--- config.mk ---
export PLATFORM = sky130hd
export DESIGN_NAME = lcd_pattern_gen
export DESIGN_NICKNAME = d
export VERILOG_FILES = /design/src/rtl/lcd_pattern_gen.sv
export SDC_FILE = /design/constraint.sdc
export NUM_CORES = 1
export LEC_CHECK = 0
export ABC_AREA = 1
export ABC_CLOCK_PERIOD_IN_PS = 9900
export BUFFER_PORTS_ARGS = -buffer_cell sky130_fd_sc_hd__buf_2
export CORE_UTILIZATION = 65
export CTS_BUF_LIST = sky130_fd_sc_hd__clkbuf_16
export CTS_CLUSTER_DIAMETER = 200
export DETAILED_ROUTE_END_ITERATION = 8
export PLACE_DENSITY = 0.85
export SKIP_LAST_GASP = 1
export SYNTH_ARGS = -nofsm -noshare
export SYNTH_HDL_FRONTEND = slang
export SYNTH_SLANG_ARGS = --single-unit
export TNS_END_PERCENT = 1
--- constraint.sdc ---
create_clock -name CLK -period 9.9 [get_ports CLK]
set_clock_uncertainty 0.05 [all_clocks]
set_input_delay 1.485 -clock CLK [delete_from_list [all_inputs] [get_ports CLK]]
set_output_delay 1.485 -clock CLK [all_outputs]
set_load 0.02 [all_outputs]
--- src/rtl/lcd_pattern_gen.sv ---
// lcd_pattern_gen: parallel-RGB LCD timing generator with built-in test patterns
// (vertical/horizontal colour bars, checkerboard, grey ramp) on an NCLK = CLK/2 pixel clock.
`timescale 1ns/1ps
module lcd_pattern_gen #(
    parameter int H_ACT    = 800,
    parameter int H_FP     = 40,
    parameter int H_SYNC   = 1,
    parameter int H_BP     = 46,
    parameter int V_ACT    = 480,
    parameter int V_FP     = 22,
    parameter int V_SYNC   = 1,
    parameter int V_BP     = 23,
    parameter int N_BARS   = 8,
    parameter int CDW      = 8,
    parameter int CHK_LOG2 = 5
) (
    input  logic           CLK,
    input  logic           RST_n,
    input  logic [1:0]     MODE,
    output logic           NCLK,
    output logic           GREST,
    output logic           HD,
    output logic           VD,
    output logic           DEN,
    output logic [CDW-1:0] R,
    output logic [CDW-1:0] G,
    output logic [CDW-1:0] B,
    output logic           FRAME
);
    localparam int H_TOT = H_SYNC + H_BP + H_ACT + H_FP;
    localparam int V_TOT = V_SYNC + V_BP + V_ACT + V_FP;
    localparam int HA0   = H_SYNC + H_BP;
    localparam int VA0   = V_SYNC + V_BP;
    localparam int HBW   = H_ACT / N_BARS > 0 ? H_ACT / N_BARS : 1;
    localparam int VBW   = V_ACT / N_BARS > 0 ? V_ACT / N_BARS : 1;
    localparam int HW    = $clog2(H_TOT + 1);
    localparam int VW    = $clog2(V_TOT + 1);

    logic [HW-1:0]  hc;
    logic [VW-1:0]  vc;
    logic [1:0]     mode_q, md;
    logic           rs1, run, act, chk;
    logic [2:0]     idx, pal;
    logic [CDW-1:0] r_n, g_n, b_n;
    int             hn, vn, x, y, bar;

    // Everything below describes the position the next pixel tick will present.
    always_comb begin
        hn  = (!run || int'(hc) == H_TOT - 1) ? 0 : int'(hc) + 1;
        vn  = !run ? 0 : int'(hc) != H_TOT - 1 ? int'(vc) : int'(vc) == V_TOT - 1 ? 0 : int'(vc) + 1;
        md  = (hn == 0 && vn == 0) ? MODE : mode_q;
        x   = hn - HA0;
        y   = vn - VA0;
        act = hn >= HA0 && hn < HA0 + H_ACT && vn >= VA0 && vn < VA0 + V_ACT;
        bar = md[0] ? y / VBW : x / HBW;
        idx = bar > N_BARS - 1 ? 3'(N_BARS - 1) : 3'(bar);
        chk = x[CHK_LOG2] ^ y[CHK_LOG2];
        pal = md[1] ? {3{~chk}} : {~idx[1], ~idx[2], ~idx[0]};
        r_n = !act ? '0 : md == 2'b11 ? x[CDW-1:0] : {CDW{pal[2]}};
        g_n = !act ? '0 : md == 2'b11 ? x[CDW-1:0] : {CDW{pal[1]}};
        b_n = !act ? '0 : md == 2'b11 ? x[CDW-1:0] : {CDW{pal[0]}};
    end

    always_ff @(posedge CLK or negedge RST_n) begin
        if (!RST_n) begin
            NCLK   <= 1'b0;
            rs1    <= 1'b0;
            GREST  <= 1'b0;
            run    <= 1'b0;
            hc     <= '0;
            vc     <= '0;
            mode_q <= 2'b00;
            HD     <= 1'b1;
            VD     <= 1'b1;
            DEN    <= 1'b0;
            R      <= '0;
            G      <= '0;
            B      <= '0;
            FRAME  <= 1'b0;
        end else begin
            NCLK  <= ~NCLK;
            rs1   <= 1'b1;
            GREST <= rs1;
            // Pixel tick: NCLK falls, so the panel sees stable data on its rising edge.
            if (NCLK && GREST) begin
                run    <= 1'b1;
                hc     <= HW'(hn);
                vc     <= VW'(vn);
                mode_q <= md;
                HD     <= hn >= H_SYNC;
                VD     <= vn >= V_SYNC;
                DEN    <= act;
                R      <= r_n;
                G      <= g_n;
                B      <= b_n;
                FRAME  <= hn == 0 && vn == 0;
            end
        end
    end
endmodule

==> metrics.yaml <==
run_status:
  status: "finished clean"
power_and_ir_drop:
  vdd_drop_max_mv: 0.1366
  power.density_mw_per_mm2: 172.2
  power.total_w: 0.0009333
  p_leak_nw: 3.059
clocking:
  cts.clk_slew.worst_paths_ns: 0.08
  cts_resized: 0
  cts-root-buf: "clkbuf_16"
  cts_tree: "yes"
  post_cts_buffers: 0
  cts_max_level: 2
  clockBufferDepth: 2
  cts-buffers-inserted: 5
  ctsHoldBuffers: 0
  clock_sinks: 54
  clk_latency_ns: 0.30
route:
  dr_wl_met2_mm: 6.268
  drt_iter0_drc: 368
  drc_errors: 0
  ant_nets: 0
  wl_per_cell_um: 13.75
  via_per_inst: 5.672
  top_layer: "met4"
  drt_first_pass_iters: 5
  route.met3.wl_um: 759
  vias: 5371
  met1Wirelength_mm: 5.777
  routed_wl_mm: 13.02
placed_design:
  place_ws_ns: 3.921
  detailed_place_hpwl_mm: 10.11
  dp_cells: 939
  place_congestion: 0.9674
  portBuffers: 33
logic_synthesis:
  synth_common_cells: "292 x nand2_1, 108 x inv_1, 87 x nand3_1"
  ys.flop_type: "dfrtp_1"
  synth_seq_cells: 54
  ys_warn_count: 0
  ys_types: 43
  synth_top_family_by_area: "simple AND/OR/NAND/NOR gates"
  postSynthCellCount: 818
  synth_top_area_share_pct: 25.96
  syn-num-nets: 837
  synthMuxAreaShare_pct: 0
  synthAdderAreaFrac_pct: 3.744
  synth_xor_area_share_pct: 2.097
  seq_area_frac_synth_pct: 27.01
  synth_edf_count: 0
  synth_top_area_cell: "dfrtp_1"
  netlist_area_mm2: 0.005012
  async_reset_ff_share_pct: 100.0
  yosysMostFrequentCell: "nand2_1"
  synth-compound-area-share_pct: 9.536
  synth_area_leaders: "dfrtp_1 26%, nand2_1 22%, nand3_1 8.7%, inv_1 8.1%, nor2_1 4.5%"
  avgSynthCellArea_um2: 6.128
  synth-simple-area-share_pct: 47.23
die:
  pin_count: 34
  die_w_um: 89.82
  initial_core_util_pct: 68.01
  coreArea_mm2: 0.007370
  die_h_um: 89.82
  die_area_mm2: 0.008067
  num_rows: 31
sta:
  fin_crit_sh_pct: 61.57
  timing.fmax_ghz: 0.1641
  relSlewSlack_pct: 46.46
  slew_viol_final: 0
  rsz0062_at_grt: "false"
  tns_ns: 0
  min_period_ns: 6.095
  setup_ws_ns: 3.805
  tightest_slew_ns: 0.8007
  hold_viol_final: 0
  setup_viol: 0
critical_path:
  path_common_cell: "nand2_1"
  cp-start-kind: "register"
  slowest_stage: "dfrtp_1"
  critPathCaptureType: "register"
  crit_type: "reg -> reg"
  worst_ep_required_time_ns: 10.03
  crit_path_max_fanout: 11
  max_stage_delay_ns: 0.49
  crit_arrival_ns: 6.23
flow_run:
  maxCapViolations: 0
final_layout:
  drive_above_1_share_pct: 12.26
  nFillCells: 650
  final_util_pct: 73.53
  final_cells: 947
  num_antenna_cells: 0
  multi_input_area_mm2: 0.003142
  final_nets: 866
  regArea_mm2: 0.001354
  area_growth_pct: 8.113
global_route:
  grt_overflow: 0
  grt_max_degree: 54
  track_usage_pct: 33.94
  antenna_found_initial: 0
  grt_pass1_wl_mm: 22.86
  grt_pass1_vias: 5197
hold_path:
  hold_class: "reg -> reg"
metal layers:
layer / GRT usage (%) / vias to the layer above
met4: 8.880 / 0
met1: 43.66 / 2498
met2: 60.64 / 185
met3: 3.469 / 28
met5: 0 / -
li1: - / 2660
logic make-up after synthesis:
kind of cell | after synthesis
AOI/OAI and AO/OA | 84
xor gates and xnor gates | 12
adders and majority gates | 15
buffers and inverters | 130
DFF | 54
other | 1
and+or+nand+nor | 522
critical path: cells and delay by family (launching register included):
kind | cells | cell delay, ns
DFF | 1 | 0.49
buffers and inverters | 2 | 0.20
and+or+nand+nor | 34 | 3.92
adders and majority gates | 3 | 0.75
AOI/OAI and AO/OA | 4 | 0.54
cell usage in the layout (no fill, tap or decap), types with 6 or more instances in the layout:
cell type / netlist / final
nand3_2: 7 / 7
o21ai_0: 42 / 42
dfrtp_1: 52 / 52
buf_2: 2 / 33
inv_2: 7 / 7
nor3_1: 14 / 14
ha_1: 15 / 15
nand4_1: 15 / 15
xor2_1: 12 / 12
nor2_1: 60 / 60
o21ai_1: 9 / 9
nand3_1: 87 / 87
a21oi_1: 13 / 13
nor2_2: 8 / 8
inv_1: 108 / 108
nor2_4: 6 / 6
nand2_1: 292 / 292
nand2_2: 16 / 16
flip-flops by register name (all words and copies together), names as in the netlist, 2 cells and up:
register,cells
hc,10
vc,10
B,8
G,8
R,8
mode_q,2
metrics by stage:
stage	instance area, um2	hold slack (ns)
final	5419	0.3170
after global routing	5419	0.3226
after CTS	5419	0.3171
after detailed placement	5245	0.2903
after global placement	5245	0.2927
after floorplan	5012	0.2812
final timing paths:
kind	slack (ns)	from	depth (start not counted)	to
worst min-delay path	0.32	rs1$_DFF_PN0_	0	GREST$_DFF_PN0_
max in group asynchronous	7.89	RST_n	2	R[6]$_DFFE_PN0P_
worst max-delay path	3.80	hc[0]$_DFFE_PN0P_	43	G[0]$_DFFE_PN0P_
worst min register to register	0.32	rs1$_DFF_PN0_	0	GREST$_DFF_PN0_
worst max register to register	3.80	hc[0]$_DFFE_PN0P_	43	G[0]$_DFFE_PN0P_
min in group asynchronous	1.12	RST_n	1	GREST$_DFF_PN0_
where the power goes:
part | internal [W] | switching [W] | total (W)
clock | 0.000121 | 0.0000896 | 0.000211
sequential | 0.000238 | 0.0000161 | 0.000254
combinational | 0.000136 | 0.000333 | 0.000468
total | 0.000495 | 0.000438 | 0.000933
final cells by class:
class / instances / share of cell area (%)
Multi-Input combinational cell: 634 / 57.98
Timing Repair Buffer: 36 / 3.463
Sequential cell: 54 / 24.98
Inverter: 116 / 8.081
Tap cell: 99 / 2.286
Clock inverter: 3 / 0.9005
Clock buffer: 5 / 2.309
(Power assumes the default switching activity.)
